$ cat config.mk
export PLATFORM = sky130hd
export DESIGN_NAME = rf_seq_ctrl_flat
export DESIGN_NICKNAME = d
export VERILOG_FILES = /design/src/rtl/rf_seq_ctrl_if.sv /design/src/rtl/rf_seq_ctrl.sv /design/src/flat_wrapper.sv
export SDC_FILE = /design/constraint.sdc
export NUM_CORES = 1
export LEC_CHECK = 0
export CAP_MARGIN = 25
export CORE_ASPECT_RATIO = 1.25
export CORE_MARGIN = 2
export CORE_UTILIZATION = 50
export CTS_BUF_LIST = sky130_fd_sc_hd__clkbuf_4
export DETAILED_ROUTE_END_ITERATION = 7
export PLACE_DENSITY = 0.89
export SYNTH_ARGS = -nofsm -noshare
export SYNTH_HDL_FRONTEND = slang
export SYNTH_SLANG_ARGS = --single-unit
$ cat constraint.sdc
create_clock -name clk -period 2.8 [get_ports clk]
set_input_delay 0.56 -clock clk [delete_from_list [all_inputs] [get_ports clk]]
set_output_delay 0.56 -clock clk [all_outputs]
set_load 0.1 [all_outputs]
$ cat src/rtl/rf_seq_ctrl_if.sv
// Command and register-file bus of the register-transfer sequencer.
// The master modport is the sequencer's view; slave is the command source / register file side.
interface rf_seq_ctrl_if #(
  parameter int WIDTH  = 16,
  parameter int ADDR_W = 3
);
  logic              cmd_valid;
  logic              cmd_ready;
  logic [2:0]        cmd_op;
  logic [ADDR_W-1:0] cmd_dst;
  logic [ADDR_W-1:0] cmd_src_a;
  logic [ADDR_W-1:0] cmd_src_b;
  logic [WIDTH-1:0]  cmd_imm;
  logic [ADDR_W-1:0] rf_rd_addr_a;
  logic [ADDR_W-1:0] rf_rd_addr_b;
  logic [WIDTH-1:0]  rf_d_out_a;
  logic [WIDTH-1:0]  rf_d_out_b;
  logic              rf_wr;
  logic [ADDR_W-1:0] rf_wr_addr;
  logic [WIDTH-1:0]  rf_d_in;
  logic              done;
  logic [WIDTH-1:0]  result;
  logic              carry;
  logic              zero;

  modport master (
    input  cmd_valid, cmd_op, cmd_dst, cmd_src_a, cmd_src_b, cmd_imm,
    input  rf_d_out_a, rf_d_out_b,
    output cmd_ready, rf_rd_addr_a, rf_rd_addr_b, rf_wr, rf_wr_addr, rf_d_in,
    output done, result, carry, zero
  );

  modport slave (
    output cmd_valid, cmd_op, cmd_dst, cmd_src_a, cmd_src_b, cmd_imm,
    output rf_d_out_a, rf_d_out_b,
    input  cmd_ready, rf_rd_addr_a, rf_rd_addr_b, rf_wr, rf_wr_addr, rf_d_in,
    input  done, result, carry, zero
  );
endinterface

$ cat src/rtl/rf_seq_ctrl.sv
// Register-transfer sequencer: one command at a time through READ, EXEC and WRITE,
// driving both register-file read ports, a 16-bit ALU and the write-back port.
module rf_seq_ctrl #(
  parameter int WIDTH  = 16,
  parameter int ADDR_W = 3
) (
  input  logic          clk,
  input  logic          reset,
  rf_seq_ctrl_if.master bus
);
  localparam logic [2:0] OP_MOV = 3'b000;
  localparam logic [2:0] OP_ADD = 3'b001;
  localparam logic [2:0] OP_SUB = 3'b010;
  localparam logic [2:0] OP_AND = 3'b011;
  localparam logic [2:0] OP_OR  = 3'b100;
  localparam logic [2:0] OP_XOR = 3'b101;
  localparam logic [2:0] OP_LDI = 3'b110;
  localparam logic [2:0] OP_NOP = 3'b111;

  typedef enum logic [1:0] {IDLE, READ, EXEC, WRITE} state_t;

  state_t            state, state_nxt;
  logic              accept;
  logic              ready_c, done_c, wr_c;
  logic [2:0]        op_q;
  logic [ADDR_W-1:0] dst_q, src_a_q, src_b_q;
  logic [WIDTH-1:0]  imm_q, opa_q, opb_q;
  logic [WIDTH-1:0]  result_q, d_in_q;
  logic [ADDR_W-1:0] wr_addr_q;
  logic              carry_q, zero_q;
  logic [WIDTH:0]    alu_res;

  // MSB of the return value is the carry flag, the rest is the result.
  function automatic logic [WIDTH:0] alu(input logic [2:0] op,
                                         input logic [WIDTH-1:0] a,
                                         input logic [WIDTH-1:0] b,
                                         input logic [WIDTH-1:0] imm);
    logic [WIDTH:0] r;
    r = '0;
    case (op)
      OP_MOV:  r = {1'b0, a};
      OP_ADD:  r = {1'b0, a} + {1'b0, b};
      OP_SUB:  r = {(a >= b), a - b};
      OP_AND:  r = {1'b0, a & b};
      OP_OR:   r = {1'b0, a | b};
      OP_XOR:  r = {1'b0, a ^ b};
      OP_LDI:  r = {1'b0, imm};
      default: r = '0;
    endcase
    return r;
  endfunction

  assign alu_res = alu(op_q, opa_q, opb_q, imm_q);

  always_ff @(posedge clk) begin
    if (reset) state <= IDLE;
    else       state <= state_nxt;
  end

  always_comb begin
    state_nxt = state;
    ready_c   = 1'b0;
    done_c    = 1'b0;
    wr_c      = 1'b0;
    accept    = 1'b0;
    case (state)
      IDLE: begin
        ready_c = !reset;
        if (bus.cmd_valid && !reset) begin
          accept    = 1'b1;
          state_nxt = READ;
        end
      end
      READ:  state_nxt = EXEC;
      EXEC:  state_nxt = WRITE;
      WRITE: begin
        done_c    = 1'b1;
        wr_c      = (op_q != OP_NOP);
        state_nxt = IDLE;
      end
      default: state_nxt = IDLE;
    endcase
  end

  always_ff @(posedge clk) begin
    if (reset) begin
      op_q      <= '0;
      dst_q     <= '0;
      src_a_q   <= '0;
      src_b_q   <= '0;
      imm_q     <= '0;
      opa_q     <= '0;
      opb_q     <= '0;
      result_q  <= '0;
      carry_q   <= 1'b0;
      zero_q    <= 1'b0;
      wr_addr_q <= '0;
      d_in_q    <= '0;
    end else begin
      // IDLE -> READ: command fields captured once, later cmd_* changes are ignored
      if (accept) begin
        op_q    <= bus.cmd_op;
        dst_q   <= bus.cmd_dst;
        src_a_q <= bus.cmd_src_a;
        src_b_q <= bus.cmd_src_b;
        imm_q   <= bus.cmd_imm;
      end
      // READ -> EXEC: operands sampled before any write of this command
      if (state == READ) begin
        opa_q <= bus.rf_d_out_a;
        opb_q <= bus.rf_d_out_b;
      end
      // EXEC -> WRITE: NOP keeps the previous result and flags
      if (state == EXEC) begin
        wr_addr_q <= dst_q;
        if (op_q != OP_NOP) begin
          result_q <= alu_res[WIDTH-1:0];
          carry_q  <= alu_res[WIDTH];
          zero_q   <= (alu_res[WIDTH-1:0] == '0);
          d_in_q   <= alu_res[WIDTH-1:0];
        end else begin
          d_in_q   <= result_q;
        end
      end
    end
  end

  assign bus.cmd_ready    = ready_c;
  assign bus.rf_rd_addr_a = src_a_q;
  assign bus.rf_rd_addr_b = src_b_q;
  assign bus.rf_wr        = wr_c;
  assign bus.rf_wr_addr   = wr_addr_q;
  assign bus.rf_d_in      = d_in_q;
  assign bus.done         = done_c;
  assign bus.result       = result_q;
  assign bus.carry        = carry_q;
  assign bus.zero         = zero_q;
endmodule

$ cat src/flat_wrapper.sv
// flat-port wrapper written by rule: the top's interface ports become plain ports
module rf_seq_ctrl_flat 
#(
  parameter int WIDTH  = 16,
  parameter int ADDR_W = 3
)
  (clk, reset, bus_cmd_valid, bus_cmd_op, bus_cmd_dst, bus_cmd_src_a, bus_cmd_src_b, bus_cmd_imm, bus_rf_d_out_a, bus_rf_d_out_b, bus_cmd_ready, bus_rf_rd_addr_a, bus_rf_rd_addr_b, bus_rf_wr, bus_rf_wr_addr, bus_rf_d_in, bus_done, bus_result, bus_carry, bus_zero);
  rf_seq_ctrl_if #(.WIDTH(WIDTH), .ADDR_W(ADDR_W)) bus_i ();
  input  logic clk;
  input  logic reset;
  input wire logic [$bits(bus_i.cmd_valid)-1:0] bus_cmd_valid;
  input wire logic [$bits(bus_i.cmd_op)-1:0] bus_cmd_op;
  input wire logic [$bits(bus_i.cmd_dst)-1:0] bus_cmd_dst;
  input wire logic [$bits(bus_i.cmd_src_a)-1:0] bus_cmd_src_a;
  input wire logic [$bits(bus_i.cmd_src_b)-1:0] bus_cmd_src_b;
  input wire logic [$bits(bus_i.cmd_imm)-1:0] bus_cmd_imm;
  input wire logic [$bits(bus_i.rf_d_out_a)-1:0] bus_rf_d_out_a;
  input wire logic [$bits(bus_i.rf_d_out_b)-1:0] bus_rf_d_out_b;
  output wire logic [$bits(bus_i.cmd_ready)-1:0] bus_cmd_ready;
  output wire logic [$bits(bus_i.rf_rd_addr_a)-1:0] bus_rf_rd_addr_a;
  output wire logic [$bits(bus_i.rf_rd_addr_b)-1:0] bus_rf_rd_addr_b;
  output wire logic [$bits(bus_i.rf_wr)-1:0] bus_rf_wr;
  output wire logic [$bits(bus_i.rf_wr_addr)-1:0] bus_rf_wr_addr;
  output wire logic [$bits(bus_i.rf_d_in)-1:0] bus_rf_d_in;
  output wire logic [$bits(bus_i.done)-1:0] bus_done;
  output wire logic [$bits(bus_i.result)-1:0] bus_result;
  output wire logic [$bits(bus_i.carry)-1:0] bus_carry;
  output wire logic [$bits(bus_i.zero)-1:0] bus_zero;
  assign bus_i.cmd_valid = bus_cmd_valid;
  assign bus_i.cmd_op = bus_cmd_op;
  assign bus_i.cmd_dst = bus_cmd_dst;
  assign bus_i.cmd_src_a = bus_cmd_src_a;
  assign bus_i.cmd_src_b = bus_cmd_src_b;
  assign bus_i.cmd_imm = bus_cmd_imm;
  assign bus_i.rf_d_out_a = bus_rf_d_out_a;
  assign bus_i.rf_d_out_b = bus_rf_d_out_b;
  assign bus_cmd_ready = bus_i.cmd_ready;
  assign bus_rf_rd_addr_a = bus_i.rf_rd_addr_a;
  assign bus_rf_rd_addr_b = bus_i.rf_rd_addr_b;
  assign bus_rf_wr = bus_i.rf_wr;
  assign bus_rf_wr_addr = bus_i.rf_wr_addr;
  assign bus_rf_d_in = bus_i.rf_d_in;
  assign bus_done = bus_i.done;
  assign bus_result = bus_i.result;
  assign bus_carry = bus_i.carry;
  assign bus_zero = bus_i.zero;
  rf_seq_ctrl #(.WIDTH(WIDTH), .ADDR_W(ADDR_W)) u_core (.clk(clk), .reset(reset), .bus(bus_i));
endmodule
* Yosys cells after proc, flatten, opt, wreduce, memory -nomap -nowiden
Cells that the tools add are included.
Operators by class: add/subtract/negate cells 2, $mul 0, div/mod/pow operators 0, magnitude comparators 1, equality and inequality tests 11, shift-type cells 0, multiplexer cells 8, bitwise logic cells 3, reductions and logical operators 6
Operator list (number):
- $pmux W17 S7 | 1
- $add A16 B16 Y17 | 1
- $and A16 B16 Y16 | 1
- $ge A16 B16 Y1 | 1
- $logic_not A16 Y1 | 1
- $or A16 B16 Y16 | 1
- $sub A16 B16 Y16 | 1
- $xor A16 B16 Y16 | 1
- $eq A3 B3 Y1 const B | 3
- $pmux W2 S4 | 1
- $eq A3 B2 Y1 const B | 2
- $mux W1 | 5
- $eq A2 B2 Y1 const B | 2
- $eq A3 B1 Y1 const B | 1
- $logic_not A3 Y1 | 1
- $ne A3 B3 Y1 const B | 1
- $eq A2 B1 Y1 const B | 1
- $logic_not A2 Y1 | 1
- $mux W2 | 1
- $ne A2 B1 Y1 const B | 1
- $reduce_and A2 Y1 | 1
- $logic_and A1 B1 Y1 | 1
- $logic_not A1 Y1 | 1
Word-level totals: flip-flop bits (word level) 83, bits in latches 0, RAM bits 0, memory bits (read-only) 0, bits of input ports 63, output and inout bits 46, word-level logic and storage cells 43, memories kept 0

* Logic depth before layout (Yosys ltp)
Gate-level depths: netlist of run 1.
depth after elaboration 4, gate-level depth with buffers 14, gate-level depth less buffers 14

* Worst setup path after synthesis of run 1
OpenSTA, ideal clock, no wires.
kind reg2reg, start point register u_core.state[0], end point register u_core.src_b_q[2], in the netlist u_core.bus.rf_rd_addr_b[2], setup time 131 ps, arrival 2897 ps, required time 2669 ps, path slack -228 ps, stages on the path, launching flop included 8, path buffers 2, period minus slack after synthesis 3028 ps, path through dfxtp_1 -> inv_1 -> ha_1 -> nor2b_1 -> and2_1 -> clkbuf_1 -> buf_1 -> o21ai_0
Between the ends: longest elaborated chain between the ends 2
RTL lines:
- start: declaration | RTL line rf_seq_ctrl.sv:22 | state_t state, state_nxt;
- start signal: assignment | RTL line rf_seq_ctrl.sv:57 | else state <= state_nxt;
- $logic_not A2 Y1 | RTL line rf_seq_ctrl.sv:66 | case (state)
- $mux W1 | RTL line rf_seq_ctrl.sv:66
- end signal: assignment | RTL line rf_seq_ctrl.sv:105 | src_b_q <= bus.cmd_src_b;
- end: declaration | RTL line rf_seq_ctrl.sv:26 | logic [ADDR_W-1:0] dst_q, src_a_q, src_b_q;
No other way between the ends. A chain may end at the register's enable or synchronous reset.

* Worst setup path after layout of run 1
start point register u_core.opa_q[0], end point register u_core.zero_q, in the netlist u_core.bus.zero
Between the ends: longest elaborated chain between the ends 3, elaborated cells on any way between the ends 7
RTL lines:
- start: declaration | RTL line rf_seq_ctrl.sv:27 | logic [WIDTH-1:0] imm_q, opa_q, opb_q;
- start signal: assignment | RTL line rf_seq_ctrl.sv:110 | opa_q <= bus.rf_d_out_a;
- $sub A16 B16 Y16, or another cell as far along | RTL line rf_seq_ctrl.sv:43 | OP_SUB: r = {(a >= b), a - b};
- $pmux W17 S7 (*) | RTL line rf_seq_ctrl.sv:40 | case (op)
- $logic_not A16 Y1 (*) | RTL line rf_seq_ctrl.sv:119 | zero_q <= (alu_res[WIDTH-1:0] == '0);
- end signal: assignment | RTL line rf_seq_ctrl.sv:119
- end: declaration | RTL line rf_seq_ctrl.sv:30 | logic carry_q, zero_q;
Mark *: on every way between the ends. The rest lies on a longest branch, timed or not.

==> results of run 1 <==
-- cells in the mapped netlist, types with 5 or more instances --
cell      count  share of area [%]
o21ai_0      63                5.2
buf_2         7               0.58
a31oi_1       7               0.73
buf_1        12               0.75
inv_1        49                3.1
mux2i_1      37                6.2
nor2_1      117                7.3
dfxtp_1      83                 28
nand2_1      69                4.3
a221oi_1      9                1.3
nor2b_1       7               0.73
a211oi_1     10                1.2
nor4_1        6               0.62
o211ai_1     13                1.6
a21oi_1      38                3.2
nand3_1      15                1.2
o21a_1        5               0.62
nor3_1       21                1.7
o311ai_0      5               0.73
o31ai_1       9                1.1
buf_4        16                2.0
clkbuf_1     34                2.1
nand2b_1     31                3.2
ha_1         54                 11
-- what timing repair did --
| item | 4_1_cts | 5_1_grt |
|---|---|---|
| setup buffers | 9 | 3 |
| cloned | 0 | 0 |
| hold buffers | 0 | 0 |
| gates resized for setup | 29 | 26 |
| setup endpoints to repair | 8 | 10 |
| endpoints found under the hold margin | 0 | 0 |
| pin swaps | 23 | 23 |
-- worst reg2reg max path: stages (launching register included) --
cell and delay (ps):
dfxtp_4 410, inv_4 50, ha_4 160, inv_2 60
fa_2 190, nor2b_4 170, o31ai_4 70, buf_4 140
buf_4 120, buf_4 130, a221oi_2 260, o21ai_1 140
nor4_2 310, nand3b_1 150, nor4_2 300, nand4b_1 150
o31ai_2 180
-- area by class of cell --
cell class	count	area, µm²	share of cell area (%)
antenna	1	2.50	0.0304
clock buffer	9	67.6	0.821
clock inverter	7	81.3	0.988
inverter	51	196	2.39
multi-input combinational	594	4080	49.5
sequential	83	1680	20.4
tap	161	201	2.45
timing repair buffer	225	1920	23.4
-- metrics by stage --
| step | hold slack (ps) | instance area (µm²) |
|---|---|---|
| 4_1_cts | 436 | 8120 |
| 2_1_floorplan | 446 | 6090 |
| 3_3_place_gp | 460 | 7790 |
| 3_5_place_dp | 466 | 7790 |
| 5_1_grt | 461 | 8230 |
| 6_report | 442 | 8230 |
-- cells by family (layout without fill, tap and decap cells) --
logic type | count (synthesis) | in the layout | share of synthesized area (%)
fa+ha+maj | 56 | 56 | 11.9
buf+inv | 120 | 292 | 8.63
flops | 83 | 83 | 27.6
mux | 39 | 39 | 6.72
compound gates | 209 | 209 | 23.1
simple gates | 288 | 288 | 21.7
xor+xnor | 2 | 2 | 0.291
other cells | 0 | 1 | 0
-- worst max-delay path by stage --
stage,end,startpoint,cells after the start,slack (ps)
global route,u_core.bus.zero,u_core.opa_q[0],16,-390
CTS,u_core.bus.zero,u_core.opb_q[1],11,-240
global placement,u_core.bus.zero,u_core.opa_q[0],13,-270
detailed placement,u_core.bus.zero,u_core.opa_q[0],12,-360
finish,u_core.bus.zero,u_core.opa_q[0],16,-280
floorplan,u_core.bus.zero,u_core.opa_q[1],11,5
-- routing by layer --
layer  vias up  GRT usage [%]  share of wire [%]
met4         0           15.7                6.0
met3        89           3.47                6.8
met2       329           50.3                 48
met5         -              0                  0
met1      2959           36.2                 39
li1       3098              -                  -
-- flip-flops by register name, indices dropped and copies added, names as in the netlist --
name	count
u_core.dst_q	3
u_core.state	2
u_core.bus.rf_rd_addr_a	3
u_core.bus.rf_rd_addr_b	3
u_core.opa_q	16
u_core.bus.result	16
u_core.bus.zero	1
u_core.opb_q	16
u_core.imm_q	16
u_core.bus.rf_wr_addr	3
u_core.op_q	3
u_core.bus.carry	1
-- power by group --
group / leakage [nW] / switching (W) / internal (W)
clock network: 0.0832 / 0.000473 / 0.000288
logic: 2.62 / 0.00426 / 0.00264
registers: 0.684 / 0.000261 / 0.00150
total: 3.39 / 0.00499 / 0.00443
==> impl_results.md, run 1 <==
* Most frequent cell on the critical path: buf_4
* Peak Freq at 0.325 GHz
* R2R cell count at 16
* CP max-delay cell: dfxtp_4
* Tmin final at 3080 ps
* Worst r2r src: u_core.opa_q[0]
* Post-synth EDFFs at 0
* Synth-to-layout area growth at 36.8%
* Largest net degree at the start of global routing at 57
* Hold_sp: reset
* CTS tree: built
* CTS clk-pin slew, worst paths at 160 ps
* Critical Path AT at 3460 ps
* Slew Viols, Final at 0
* Total power at 0.00942 W
* Synth Register Bits at 83
* RSZ-0062 raised after global routing: yes
* Row cnt at 44
* Root Driver: clkbuf_4
* CTS sink cnt at 83
* CP Capture Type: flop
* Most frequent cells in the layout: buf_4, nor2_1, dfxtp_1
* Hold endpoint: u_core.bus.rf_wr_addr[1]
* Leakage power total at 3.39 nW
* Vias in the first global route at 6231
* Syn nets at 916
* Cell Count, Final, Fillers Out at 1131
* Router iterations before antenna repair at 8
* Clk buf depth at 2
* FFs w/ async S/R, synth at 0%
* Full die area at 12900 µm²
* Routed via count at 6475
* # IOs at approximately 110
* I/O Buffers at 108
* Wirelength per Cell at 17.0 µm
* Post-placement setup slack at -363 ps
* Initial antenna violation count at 1
* DRC errors left at 0
* Worst setup margin at -280 ps
* Status: finished with violations
* Total Routing Usage GR at 29.6%
* Cells after DPL at ~1100
* R2R setup slack at -280 ps
* Violated checks: negative setup slack
* Iteration-0 DRC Markers at roughly 640
* CTS Buf Count at 9
* WP data required at 3180 ps
* Final setup skew at between 20 and 25 ps
* Worst slew pin tran at around 630 ps
* Sequential share of the synthesized area at 27.6%
* Hold Crit Class: in -> reg
* Peak supply drop at about 660 µV
* Max H-tree Level at 3
* Fin crit share at 110%
* Layout Nets at between 1000 and 1500
* Total grt overflow at 0
* Delay of the slowest critical-path stage at 410 ps
* Maxcap violations at 0
* Syn Inst Count at 797
* Crit path max-delay family: simple AND/OR/NAND/NOR gates
* Setup CP Type: reg -> reg
* Synth Cell Area at 6020 µm²
* Syn_area_per_cell at 7.55 µm²
* DR vias/cell at 5.73
* Top FF cell, synth: dfxtp_1
* Crit-path cells: inv_4 > ha_4 > inv_2 > fa_2 > nor2b_4 > o31ai_4 > buf_4 > buf_4 > buf_4 > a221oi_2 > o21ai_1 > nor4_2 > nand3b_1 > nor4_2 > nand4b_1 > o31ai_2
* Final setup fails at 4
* CP startpoint kind: flop
* Max_slew headroom at about three fifths
* DPL Wire Length at 14100 µm
* Synth cell types at 63
* Die H at 127 µm
* Crit path buf inv count at 5
* Reg2reg end: u_core.bus.zero
* Global-route wire length before repair at about 30000 µm
* # fillers at 935
* Hold Crit Depth at 2
* Core Area at 11700 µm²
* Leading cell type in the layout, fill and taps excluded: buf_4
* Placer Congestion at 1.07
* Worst-Skew Late Latency at 470 ps
* Post-layout util at 70.5%
* Yosys warns at 0
* Critical path peak fanout at 3
* Die width at roughly 100 µm
* Post-DRT Antenna Nets at 0
* Layout cells sized above 1 at 24.5%
* Initial core utilization at between 50% and 60%
* Final Hold Vio Count at 0
* Setup TNS at -669 ps
* PD cells at 1150 nW/µm²
* Final WL at 19200 µm
(Power assumes the default switching activity.)
==> run 2, diff against run 1 <==
Settings changed: MAX_ROUTING_LAYER set to met4.
==> run 2 against run 1 <==
Net effect: the run still ends with negative setup slack left; core utilization is 2.1 points higher; sequential cell count stayed put; first-iteration DRC count is 23% lower; critical path type unchanged; critical endpoint unchanged.
==> impl_results.md, run 2 (synthesis gave the netlist of run 1 again) <==
* Status: finished with violations
* Violated checks: negative setup slack
* Slew Viols, Final at 0
* DR vias/cell at between 5 and 6
* Leading cell type in the layout, fill and taps excluded: buf_4
* Root Driver: clkbuf_4
* DPL Wire Length at 15000 µm
* Clk buf depth at 2
* PD cells at 1150 nW/µm²
* Peak supply drop at 603 µV
* Setup CP Type: reg -> reg
* Post-DRT Antenna Nets at 0
* # IOs at roughly 110
* CTS clk-pin slew, worst paths at 170 ps
* WP data required at 3200 ps
* Final setup skew at 30.1 ps
* Leakage power total at around 3.5 nW
* CTS Buf Count at 9
* Routed via count at 6629
* Critical path peak fanout at 4
* Hold Crit Class: reg -> reg
* Crit path buf inv count at 4
* Largest net degree at the start of global routing at 84
* Global-route wire length before repair at about 32000 µm
* Fin crit share at 109%
* Register area at 1680 µm²
* CP startpoint kind: flop
* Placer Congestion at 1.10
* CTS sink cnt at 83
* Peak Freq at 0.327 GHz
* Final Hold Vio Count at 0
* RSZ-0062 raised after global routing: yes
* Layout Nets at 1105
* Tmin final at 3060 ps
* Iteration-0 DRC Markers at around 490
* CP Capture Type: flop
* Max_slew headroom at 46.4%
* Most frequent cells in the layout: buf_4, nor2_1, dfxtp_1
* Post-CTS Hold Fix Bufs at 0
* Row cnt at 44
* Fin Hold WS at 486 ps
* Delay of the slowest critical-path stage at 420 ps
* Initial core utilization at 51.5%
* Final setup fails at 6
* Crit path max-delay family: compound AO/OA/AOI/OAI gates
* DRC errors left at 0
* Area of the multi-input gates at roughly 4200 µm²
* Maxcap violations at 0
* Core Area at 11700 µm²
* Placed cell area at 7920 µm²
* Die H at 127 µm
* CP max-delay cell: dfxtp_4
* Wirelength per Cell at 18.0 µm
* Total grt overflow at 0
* Critical Path AT at 3460 ps
* Die width at 102 µm
* I/O Buffers at 108
* Layout cells sized above 1 at 27.7%
* CTS tree: built
* Synth-to-layout area growth at 40.8%
* Worst setup margin at -261 ps
* # fillers at 934
* Router iterations before antenna repair at 7
* Post-layout util at 72.6%
* Vias in the first global route at 6334
* Crit-path cells: inv_4 > ha_4 > inv_2 > fa_2 > nor2b_4 > o31ai_4 > o31a_1 > buf_6 > o211ai_1 > buf_4 > o21a_1 > o221ai_2 > nor4_4 > nand4b_1 > o31ai_2
* Post-layout instance area at 8470 µm²
* R2R setup slack at -260 ps
* Full die area at 12900 µm²
* Worst-Skew Late Latency at 480 ps
* Final WL at 20800 µm
* Max H-tree Level at 3
* Initial antenna violation count at 1
* Worst slew pin tran at 805 ps
* Total Routing Usage GR at between 30% and 40%
-- run 2: cell types whose count changed in the layout (fill, tap and decap cells not counted), moves of 2 or more --
cell     before  now
a21oi_1      36   34
a21oi_2       2    4
a31oi_4       0    2
buf_4       155  176
buf_6         2    4
nor2_1      117  115
nor2_2        0    2
nor4_1        4    2
nor4_4        0    2
o21ai_0      57   55
-- run 2: final cells by class --
| cell class | count | area share [%] |
|---|---|---|
| inverter | 51 | 2.38 |
| multi-input combinational | 594 | 49.1 |
| clock buffer | 9 | 0.798 |
| sequential | 83 | 19.9 |
| antenna | 1 | 0.0295 |
| clock inverter | 7 | 0.827 |
| tap | 161 | 2.38 |
| timing repair buffer | 247 | 24.6 |
-- run 2: layer usage --
metal	part of all wire [%]	GRT usage (%)	routed length, µm
met2	50	54.3	10300
met1	38	37.1	7920
met3	6.5	4.02	1350
met4	5.6	16.6	1150
met5	0	-	0
-- run 2: metrics by stage --
step	setup slack [ps]	setup TNS (ps)	power (W)	cells
floorplan	5.35	0	0.00611	797
global placement	-414	-1540	0.00815	1123
detailed placement	-488	-1960	0.00824	1123
CTS	-298	-627	0.00920	1145
global route	-389	-1540	0.0103	1153
finish	-261	-764	0.00974	1153
-- run 2: final timing paths --
check	start	end	cells after the start
setup / recovery	u_core.opa_q[0]	u_core.bus.zero	15
hold / removal	u_core.dst_q[1]	u_core.dst_q[1]	2
setup reg to reg	u_core.opa_q[0]	u_core.bus.zero	15
hold reg to reg	u_core.dst_q[1]	u_core.dst_q[1]	2
-- run 2: power breakdown --
part	leakage [nW]	switching, W	internal (W)
registers	0.684	0.000267	0.00150
clock network	0.0722	0.000514	0.000207
logic	2.73	0.00445	0.00280
-- run 2: worst min-delay path: stages, from the launching register on --
cell and delay, ps:
dfxtp_1 340, nand2b_1 60, o21ai_0 60
-- run 2: repair_timing --
action | in CTS | in global routing
endpoints found under the setup margin | 9 | 8
pin swaps | 24 | 41
gates resized for setup | 32 | 48
buffers inserted | 6 | 8
